$ cat src/rtl/fu_alu_pipe.sv
// Pipelined integer ALU functional unit: LAT-deep valid/ready pipeline with flush.
// Optional perf counters are built when FU_ALU_PIPE_PERF_EN is defined.
module fu_alu_pipe #(
  parameter int unsigned XLEN  = 32,
  parameter int unsigned LAT   = 2,
  parameter int unsigned TAG_W = 6,
  parameter int unsigned ROB_W = 5
) (
  input  logic             clk,
  input  logic             rst,
  input  logic             in_valid,
  output logic             in_ready,
  input  logic [2:0]       in_aluop,
  input  logic [2:0]       in_cmpop,
  input  logic [1:0]       in_op1_sel,
  input  logic [1:0]       in_op2_sel,
  input  logic [XLEN-1:0]  in_rs1_v,
  input  logic [XLEN-1:0]  in_rs2_v,
  input  logic [XLEN-1:0]  in_imm,
  input  logic [XLEN-1:0]  in_pc,
  input  logic [TAG_W-1:0] in_pd,
  input  logic [ROB_W-1:0] in_rob_id,
  input  logic             flush,
  output logic             out_valid,
  input  logic             out_ready,
  output logic [XLEN-1:0]  out_result,
  output logic             out_br_en,
  output logic [XLEN-1:0]  out_br_target,
  output logic [TAG_W-1:0] out_pd,
  output logic [ROB_W-1:0] out_rob_id,
  output logic [31:0]      perf_issued,
  output logic [31:0]      perf_stall
);

  logic [LAT-1:0]   vld_q, vld_d;
  logic [LAT-1:0]   br_q, br_d;
  logic [XLEN-1:0]  res_q [LAT];
  logic [XLEN-1:0]  res_d [LAT];
  logic [XLEN-1:0]  tgt_q [LAT];
  logic [XLEN-1:0]  tgt_d [LAT];
  logic [TAG_W-1:0] pd_q  [LAT];
  logic [TAG_W-1:0] pd_d  [LAT];
  logic [ROB_W-1:0] rob_q [LAT];
  logic [ROB_W-1:0] rob_d [LAT];

  logic [LAT-1:0]   room;
  logic             in_fire;
  logic [XLEN-1:0]  opa, opb, alu_res, tgt_c;
  logic             br_c;

  // Stage-0 operand select, ALU, compare and branch target
  always_comb begin
    opa = '0;
    opb = '0;
    case (in_op1_sel)
      2'b00:   opa = in_rs1_v;
      2'b01:   opa = in_imm;
      2'b11:   opa = in_pc;
      default: opa = '0;
    endcase
    case (in_op2_sel)
      2'b00:   opb = in_rs2_v;
      2'b11:   opb = in_imm;
      default: opb = '0;
    endcase
    case (in_aluop)
      3'b000:  alu_res = opa + opb;
      3'b001:  alu_res = opa << opb[4:0];
      3'b010:  alu_res = XLEN'($signed(opa) >>> opb[4:0]);
      3'b011:  alu_res = opa - opb;
      3'b100:  alu_res = opa ^ opb;
      3'b101:  alu_res = opa >> opb[4:0];
      3'b110:  alu_res = opa | opb;
      default: alu_res = opa & opb;
    endcase
    case (in_cmpop)
      3'b000:  br_c = (in_rs1_v == in_rs2_v);
      3'b001:  br_c = (in_rs1_v != in_rs2_v);
      3'b100:  br_c = ($signed(in_rs1_v) <  $signed(in_rs2_v));
      3'b101:  br_c = ($signed(in_rs1_v) >= $signed(in_rs2_v));
      3'b110:  br_c = (in_rs1_v <  in_rs2_v);
      3'b111:  br_c = (in_rs1_v >= in_rs2_v);
      default: br_c = 1'b0;
    endcase
    tgt_c = in_pc + in_imm;
  end

  // room[k]: stage k may load this cycle (out_ready or any empty slot at or after k)
  always_comb begin
    logic space;
    room  = '0;
    space = out_ready;
    for (int k = int'(LAT) - 1; k >= 0; k--) begin
      space   = space | ~vld_q[k];
      room[k] = space;
    end
  end

  assign in_ready = room[0];
  assign in_fire  = in_valid && room[0] && !flush;

  // Valid propagation and payload loads; payload only moves when a stage loads
  always_comb begin
    vld_d = vld_q;
    br_d  = br_q;
    res_d = res_q;
    tgt_d = tgt_q;
    pd_d  = pd_q;
    rob_d = rob_q;
    if (flush) begin
      vld_d = '0;
    end else begin
      if (room[0]) vld_d[0] = in_valid;
      for (int k = 1; k < int'(LAT); k++) begin
        if (room[k]) vld_d[k] = vld_q[k-1];
      end
    end
    if (in_fire) begin
      res_d[0] = alu_res;
      br_d[0]  = br_c;
      tgt_d[0] = tgt_c;
      pd_d[0]  = in_pd;
      rob_d[0] = in_rob_id;
    end
    for (int k = 1; k < int'(LAT); k++) begin
      if (room[k] && vld_q[k-1] && !flush) begin
        res_d[k] = res_q[k-1];
        br_d[k]  = br_q[k-1];
        tgt_d[k] = tgt_q[k-1];
        pd_d[k]  = pd_q[k-1];
        rob_d[k] = rob_q[k-1];
      end
    end
  end

  always_ff @(posedge clk) begin
    if (rst) begin
      vld_q <= '0;
      br_q  <= '0;
      for (int k = 0; k < int'(LAT); k++) begin
        res_q[k] <= '0;
        tgt_q[k] <= '0;
        pd_q[k]  <= '0;
        rob_q[k] <= '0;
      end
    end else begin
      vld_q <= vld_d;
      br_q  <= br_d;
      res_q <= res_d;
      tgt_q <= tgt_d;
      pd_q  <= pd_d;
      rob_q <= rob_d;
    end
  end

  assign out_valid     = vld_q[LAT-1];
  assign out_result    = res_q[LAT-1];
  assign out_br_en     = br_q[LAT-1];
  assign out_br_target = tgt_q[LAT-1];
  assign out_pd        = pd_q[LAT-1];
  assign out_rob_id    = rob_q[LAT-1];

`ifdef FU_ALU_PIPE_PERF_EN
  logic [31:0] issued_q, issued_d, stall_q, stall_d;

  // Counters wrap naturally; only reset clears them
  always_comb begin
    issued_d = issued_q;
    stall_d  = stall_q;
    if (in_fire)                 issued_d = issued_q + 32'd1;
    if (out_valid && !out_ready) stall_d  = stall_q + 32'd1;
  end

  always_ff @(posedge clk) begin
    if (rst) begin
      issued_q <= '0;
      stall_q  <= '0;
    end else begin
      issued_q <= issued_d;
      stall_q  <= stall_d;
    end
  end

  assign perf_issued = issued_q;
  assign perf_stall  = stall_q;
`else
  assign perf_issued = '0;
  assign perf_stall  = '0;
`endif

endmodule

$ cat config.mk
export PLATFORM = sky130hd
export DESIGN_NAME = fu_alu_pipe
export DESIGN_NICKNAME = d
export VERILOG_FILES = /design/src/rtl/fu_alu_pipe.sv
export SDC_FILE = /design/constraint.sdc
export NUM_CORES = 1
export LEC_CHECK = 0
export ABC_AREA = 0
export CAP_MARGIN = 10
export CORE_MARGIN = 8
export CORE_UTILIZATION = 25
export CTS_BUF_LIST = sky130_fd_sc_hd__clkbuf_8
export DETAILED_ROUTE_END_ITERATION = 12
export GPL_TIMING_DRIVEN = 1
export PLACE_DENSITY = 0.53
export REMOVE_ABC_BUFFERS = 1
export SLEW_MARGIN = 30
export SYNTH_ARGS = -nofsm -noshare
export SYNTH_HDL_FRONTEND = slang
export SYNTH_SLANG_ARGS = --single-unit
$ cat constraint.sdc
create_clock -name clk -period 5.58 [get_ports clk]
set_input_delay 1.116 -clock clk [delete_from_list [all_inputs] [get_ports clk]]
set_output_delay 1.116 -clock clk [all_outputs]
set_load 0.005 [all_outputs]
After elaboration in Yosys (flattened, before gate mapping)
Cells that the tools add are included.

$add $sub $neg: 3. $lt $le $gt $ge: 4. Equality and inequality tests: 16. Shift operators: 3. Multiplexer cells: 4. Bitwise operators: 7. Reductions and logical operators: 10.

Operators with widths (number): one-hot mux 32 bit (7 select lines) (1); one-hot mux 32 bit (3 select lines) (1); adder 32 bit (2); greater-or-equal comparator 32 bit (2); < comparator 32 bit (2); one-hot mux 32 bit (2 select lines) (1); bitwise AND 32 bit (1); == test 32 bit (1); != test 32 bit (1); bitwise OR 32 bit (1); left shift 32 x 5 -> 32 bit (1); >> shifter 32 x 5 -> 32 bit (1); >>> shifter 32 x 5 -> 32 bit (1); subtractor 32 bit (1); XOR 32 bit (1); == test 3 bit, second input constant (7); == test 3 x 1 -> 1 bit, second input constant (2); == test 3 x 2 -> 1 bit, second input constant (2); zero test 3 bit (2); one-hot mux 1 bit (6 select lines) (1); == test 2 bit, second input constant (2); logical AND 1 bit (4); zero test 2 bit (2); == test 2 x 1 -> 1 bit, second input constant (1); other kinds (4) (6).

Register bits after elaboration: 154. Input bits: 154. Output and inout port bits: 142. Logic and storage cells: 59.

Depth between registers and ports, before layout
Gate-level depths: netlist of run 1.

Depth in word-level cells: 5. Mapped depth: 26. Depth with buffers taken out: 22.

Least setup slack after synthesis of run 1
No wires, ideal clock.

Kind: in2reg. Start: input port in_op2_sel[0]. End: register res_q[58] (netlist name). Library setup time: 95 ps. Arrival: 5377 ps. Required time: 5485 ps. Slack: 108 ps. Stages: 23. Path buffers: 3. Cell sequence: inv_1 > ha_1 > a22oi_1 > or2_2 > buf_2 > buf_2 > buf_2 > ha_1 > nand4_1 > nor2b_1 > nand2_1 > o21ai_0 > xnor2_1 > ha_1 > inv_1 > o221ai_1 > a21o_1 > or4_1 > o21ai_2 > o21ai_0 > a2111oi_0 > a31oi_1 > a221oi_1.

Cells in the longest elaborated chain, start to end: 4. Elaborated cells on any way between the ends: 12. Those cells by class: add/sub: 2; eq/ne: 1; shift: 3; mux: 2; bitwise: 3; reduce/logical: 1.

Ends and longest elaborated chain: from (decl) (line 16) `input logic [1:0] in_op2_sel,`; == test 2 bit / zero test 2 bit (equally long branches) (line 61) `case (in_op2_sel)`; one-hot mux 32 bit (2 select lines) (*) (line 61); subtractor 32 bit (tied with other cells) (line 70) `3'b011: alu_res = opa - opb;`; one-hot mux 32 bit (7 select lines) (*) (line 66) `case (in_aluop)`; to (signal assigned) (line 149) `res_q <= res_d;`; to (decl) (line 37) `logic [XLEN-1:0] res_q [LAT];`.

Mark *: on every way between the ends. The rest lies on a longest branch, timed or not. A chain may end at the register's enable or synchronous reset.

Worst setup path after layout of run 1
Start: input port in_op2_sel[0]. End: register res_q[63] (netlist name).

Same word-level chain as after synthesis.

==> results of run 1 <==
[layout by cell type, fill, tap and decap left out, types with 50 or more instances in the layout]
cell type        count
a22oi_1             50
o21ai_0            176
a21oi_1            238
clkdlybuf4s50_1    229
xnor2_1             50
dfxtp_1            154
nor2_1             135
inv_1              123
buf_4              243
mux2i_1            134
ha_1               161
conb_1              64
nand2_1            347
[Yosys cell counts (19+ instances only)]
cell type / n
a211oi_1: 21
a21o_1: 47
a21oi_1: 238
a22oi_1: 50
a31oi_1: 28
buf_2: 29
buf_4: 148
clkbuf_1: 102
dfxtp_1: 154
ha_1: 162
inv_1: 122
mux2_2: 29
mux2i_1: 134
nand2_1: 347
nand2b_1: 21
nand3_1: 37
nand4_1: 21
nor2_1: 137
nor3_1: 35
o21ai_0: 177
o22ai_1: 19
o2bb2ai_1: 25
xnor2_1: 50
xor2_1: 20
[flip-flops by register name, summed over array words and instances (netlist names)]
signal and count:
br_q 2, rob_q 5, out_rob_id 5, out_br_target 32, out_pd 6, out_result 32, res_q 32, vld_q 2
tgt_q 32, pd_q 6
[cells by family after synthesis]
group,synth area share (%)
DFF,17.0
buffers and inverters,12.7
adders and majority gates,11.4
muxes,10.2
and+or+nand+nor,17.1
xor gates and xnor gates,3.37
other,0.0206
AOI/OAI and AO/OA,28.3
[where the power goes]
group | internal [mW] | leakage, nW | switching, mW | total (mW)
sequential | 1.14 | 1.25 | 0.0286 | 1.17
combinational | 1.01 | 7.92 | 1.36 | 2.37
clock | 0.328 | 0.179 | 0.538 | 0.867
[critical path, cell delays in order]
cell             delay (ns)
clkdlybuf4s50_1        0.50
inv_1                  0.05
ha_2                   0.19
buf_12                 0.14
a22oi_1                0.23
or2_2                  0.17
ha_1                   0.25
nand3_1                0.14
nor4_2                 0.29
and3_1                 0.34
nand3_1                0.17
buf_4                  0.18
o41ai_2                0.23
xnor2_1                0.11
ha_1                   0.40
a21oi_1                0.16
o21ai_0                0.12
a221oi_1               0.27
o21ai_0                0.24
o31ai_1                0.30
xnor2_1                0.16
o2bb2ai_1              0.08
[through the flow]
stage          setup WS (ns)  hold slack, ns  instances  setup TNS [ns]
2_1_floorplan          -1.30           0.421       2237          -20.73
3_3_place_gp          -0.464           0.436       3673           -3.80
3_5_place_dp          -0.519           0.440       3673           -4.73
4_1_cts                0.120           0.454       3705               0
5_1_grt             -0.00867           0.469       3712        -0.00867
6_report               0.207           0.452       3712               0
[metal layers]
layer,up-vias,share of wire (%),global-route usage [%]
met2,795,46,31.8
met1,9324,45,26.4
li1,9236,-,-
met4,0,2.3,5.46
met5,-,0,0
met3,99,6.8,3.84
[what timing repair did]
action / 4_1_cts / 5_1_grt
endpoints found under the hold margin: 0 / 0
setup endpoints to repair: 0 / 10
gates resized for setup: 0 / 5
buffers inserted: 0 / 4
[final timing paths]
path | startpoint | end | slack, ns
hold / removal | tgt_q[60]$_SDFFE_PP0P_ | out_br_target[28]$_SDFFE_PP0P_ | 0.45
hold reg to reg | tgt_q[60]$_SDFFE_PP0P_ | out_br_target[28]$_SDFFE_PP0P_ | 0.45
setup / recovery | in_op2_sel[0] | res_q[63]$_SDFFE_PP0P_ | 0.21
setup reg to reg | vld_q[1]$_SDFFE_PP0P_ | res_q[45]$_SDFFE_PP0P_ | 2.95
[layout make-up]
| type | count | share of cell area [%] |
|---|---|---|
| antenna | 2 | 0.0223 |
| clock buffer | 18 | 1.10 |
| clock inverter | 14 | 0.501 |
| inverter | 129 | 2.17 |
| multi-input combinational | 1954 | 58.1 |
| sequential | 154 | 13.7 |
| tap | 959 | 5.34 |
| timing repair buffer | 482 | 19.1 |
==> metrics.md, run 1 <==
| Metric | Value |
|---|---|
| Status | completed |
| Crit path kind | primary input to register |
| CP Launch Type | primary input |
| Initial Utilization | 25.1% |
| R2R cell count | 8 |
| Total GRT Usage | 19.6% |
| Final Hold Fails | 0 |
| Worst Setup End Kind | register |
| Layout net count | 3,056 |
| Die footprint | 81,600 sq um |
| Total CTS buffers | 17 |
| DR vias/cell | 5.24 |
| Worst-margin pin slew | 0.985 ns |
| Register area | 3080 sq um |
| Final core area utilization | 31.0% |
| Share of the synthesized area in the top cell type | 17.0% |
| Cell taking the most area after synthesis | dfxtp_1 |
| Slew Limit Fails | 0 |
| Multi-input logic area | 13,100 sq um |
| Worst EP arrival | 5.84 ns |
| Site row count | 99 |
| Largest net degree at the start of global routing | 77 |
| First-pass GRT wire length | 123,000 microns |
| TritonRoute pass-1 iters | 6 |
| Leakage | 9.35 nW |
| Chip width | 286 microns |
| Placed wire-length estimate | 65,400 microns |
| CTS Root Cell | clkbuf_8 |
| Final Power | 4.40 mW |
| Skew final | 0.0121 ns |
| Cells after synthesis | 2,477 |
| Post-DP Area | 22,000 sq um |
| Max-cap violations | 0 |
| Initial antenna violation count | 3 |
| Vias | 19,454 |
| Fmax | 0.186 GHz |
| Core region area | 72,500 sq um |
| Final min period | 5.37 ns |
| Routability Congestion | 0.987 |
| Synthesized flop and latch total | 154 |
| Clock Latency Late Sink | 0.57 ns |
| Power density cells | 196 nW/um^2 |
| Synth-to-layout area growth | 23.6% |
| CTS Hold Bufs | 0 |
| Die H | 286 microns |
| Mapped Avg Cell Area | 7.34 sq um |
| Iteration-0 DRC Markers | 1,767 |
| Remaining DRCs | 0 |
| CP max FO | 9 |
| HP Class | register to register |
| Fraction of layout cells with a size suffix above 1 | 13.8% |
| Clk slew on worst S/H paths | 0.10 ns |
| Top Ports | 296 |
| Period utilization | 96.3% |
| Setup-failing EPs final | 0 |
| GRT overflow | 0 |
| Filler cell count in the final layout | 7,943 |
| Buffer depth of the longest clock path | 2 |
| Register area share after synthesis | 17.0% |
| Relative slew slack | 34.4% |
| CTS tree | yes |
| Post-synth EDFFs | 0 |
| Clk sinks | 154 |
| Vias in the first global route | 18,656 |
| Critical Path RT | 6.04 ns |
| I/O Buffers | 231 |
| Peak VDD IR | 0.162 mV |
| Top FF cell, synth | dfxtp_1 |
| Hold depth | 2 |
| Post-DR wirelength/cell | 22.5 microns |
| Cell variety after synth | 93 |
| Async set or reset register ratio after synthesis | 0% |
| DRT Wirelength | 83,500 microns |
| ANT nets after route | 0 |
| Cell area after synthesis | 18,200 sq um |
| Syn. warnings | 0 |
| H-tree depth | 4 |
| Ranking of synthesized cells by area | dfxtp_1 (17%), ha_1 (11%), mux2i_1 (7.4%) |
| Fin area | 22,500 sq um |
Note: power is estimated with default switching activity, not from simulation.
==> inputs of run 2 (changes only) <==
Settings changed: PLACE_DENSITY 0.53 to 0.54.
==> run 2 against run 1 <==
  * Non-clock buffer count down 8
  * Critical path depth unchanged
  * Cell count down 0.16%
  * Clock skew up 0.0036 ns
  * Cell area up 0.44%
  * Largest power group unchanged
  * Die area unchanged
  * Power up 1.4%
  * Combinational power about the same
==> metrics.md, run 2 (synthesis results as in run 1) <==
| Metric | Value |
|---|---|
| Vias in the first global route | 18,881 |
| Status | completed |
| Critical-path cell list | clkdlybuf4s50_1 -> inv_1 -> ha_1 -> buf_12 -> a22oi_1 -> or2_2 -> buf_12 -> inv_4 -> nor2_1 -> nand3_1 -> o31ai_1 -> xnor2_1 -> ha_1 -> a21oi_1 -> o221ai_1 -> a21o_1 -> or4_1 -> o21ai_4 -> o21ai_1 -> a2111oi_2 -> a31oi_1 -> a221oi_1 |
| Placed cell count | 3,667 |
| First-pass GRT wire length | 124,000 microns |
| I/O Buffers | 231 |
| Chip width | 286 microns |
| Most common cell after layout, fill and taps aside | nand2_1 |
| Crit path kind | primary input to register |
| Filler cell count in the final layout | 7,940 |
| Layout net count | 3,048 |
| Total CTS buffers | 17 |
| Worst EP arrival | 5.84 ns |
| Worst Setup End Kind | register |
| Register area | 3080 sq um |
| DR vias/cell | 5.26 |
| Buffer depth of the longest clock path | 2 |
| Slew Limit Fails | 0 |
| Delay of the slowest critical-path stage | 0.50 ns |
| Post-Layout Cell Count | 3,706 |
| Multi-input logic area | 13,200 sq um |
| Initial Utilization | 25.1% |
| Top Ports | 296 |
| H-tree depth | 4 |
| Power density cells | 198 nW/um^2 |
| Setup_tns | 0 ns |
| Core region area | 72,500 sq um |
| Final Hold Fails | 0 |
| Routability Congestion | 0.991 |
| ANT nets after route | 0 |
| Placed wire-length estimate | 65,000 microns |
| CP Launch Type | primary input |
| CP max FO | 9 |
| Largest net degree at the start of global routing | 68 |
| Clk slew on worst S/H paths | 0.10 ns |
| Initial antenna violation count | 6 |
| Synth-to-layout area growth | 24.1% |
| CTS Root Cell | clkbuf_8 |
| Post-DP Area | 22,000 sq um |
| GRT overflow | 0 |
| Die footprint | 81,600 sq um |
| Iteration-0 DRC Markers | 1,828 |
| Setup-failing EPs final | 0 |
| DRT Wirelength | 83,000 microns |
| Vias | 19,485 |
| Fmax | 0.187 GHz |
| Post-DR wirelength/cell | 22.4 microns |
| CTS Hold Bufs | 0 |
| Peak VDD IR | 0.166 mV |
| Final min period | 5.36 ns |
| HP Class | register to register |
| CP max-delay cell | clkdlybuf4s50_1 |
| Leakage | 9.37 nW |
| Worst r2r src | vld_q[1]$_SDFFE_PP0P_ |
| Critical Path RT | 6.06 ns |
| Clock Latency Late Sink | 0.58 ns |
| Total GRT Usage | 19.7% |
| Most frequent cells in the layout | nand2_1 (347), a21oi_1 (237), buf_4 (236) |
| Final Power | 4.46 mW |
| TritonRoute pass-1 iters | 7 |
| CTS tree | yes |
| Clk sinks | 154 |
| Period utilization | 96.1% |
| Site row count | 99 |
| Fraction of layout cells with a size suffix above 1 | 14.0% |
| Relative slew slack | 31.6% |
| Min-delay src | pd_q[7]$_SDFFE_PP0P_ |
| Worst-margin pin slew | 1.03 ns |
| Remaining DRCs | 0 |
| Skew final | 0.0157 ns |
| Die H | 286 microns |
| Max-cap violations | 0 |
| Fin area | 22,600 sq um |
| Origin of the worst setup path | in_op2_sel[0] |
[run 2: changes by cell type in the layout (fill, tap and decap cells not counted), sizes merged]
cell,before,now
clkbuf,18,17
buf,253,245
diode,2,4
inv,137,138
clkinvlp,4,2
bufinv,0,2
[run 2: layout make-up]
type | instances | area share [%]
Multi-Input combinational cell | 1954 | 58.3
Timing Repair Buffer | 474 | 18.8
Sequential cell | 154 | 13.7
Tap cell | 959 | 5.32
Inverter | 129 | 2.16
Clock buffer | 17 | 1.04
Clock inverter | 15 | 0.709
Antenna cell | 4 | 0.0443
[run 2: final timing paths]
kind,endpoint,slack [ns],cells after the start
setup / recovery,res_q[58]$_SDFFE_PP0P_,0.22,22
hold / removal,out_pd[1]$_SDFFE_PP0P_,0.44,2
setup reg to reg,res_q[37]$_SDFFE_PP0P_,3.08,9
hold reg to reg,out_pd[1]$_SDFFE_PP0P_,0.44,2
[run 2: where the power goes]
group | switching, mW | internal (mW) | leakage, nW | total, mW
logic | 1.36 | 1.00 | 7.92 | 2.36
registers | 0.0295 | 1.14 | 1.25 | 1.17
clock network | 0.529 | 0.404 | 0.203 | 0.933
total | 1.92 | 2.55 | 9.37 | 4.46
[run 2: what timing repair did]
action                     4_1_cts  5_1_grt
resized for setup                0       24
setup endpoints to repair        0       10
buffers inserted                 0        1
[run 2: critical path: cells and delay by family]
| family | cells | cell delay [ns] |
|---|---|---|
| compound gates | 10 | 2.08 |
| xor+xnor | 1 | 0.11 |
| fa+ha+maj | 2 | 0.54 |
| buf+inv | 5 | 0.84 |
| simple gates | 4 | 1.15 |
[run 2: layer usage]
layer	track usage [%]	vias to the layer above	routed length, microns
met5	0	-	27
met4	7.12	4	2750
met3	4.93	144	6570
met2	31.2	789	37300
met1	25.7	9310	36400
li1	-	9238	-
[run 2: per-stage QoR]
stage                     utilization (%)  setup WS [ns]  hold slack [ns]
after global placement               30.4         -0.441            0.435
after floorplan                         -          -1.30            0.421
after detailed placement             30.4         -0.521            0.442
after CTS                            30.9          0.115            0.445
final                                31.2          0.220            0.443
after global routing                 31.1        -0.0149            0.470
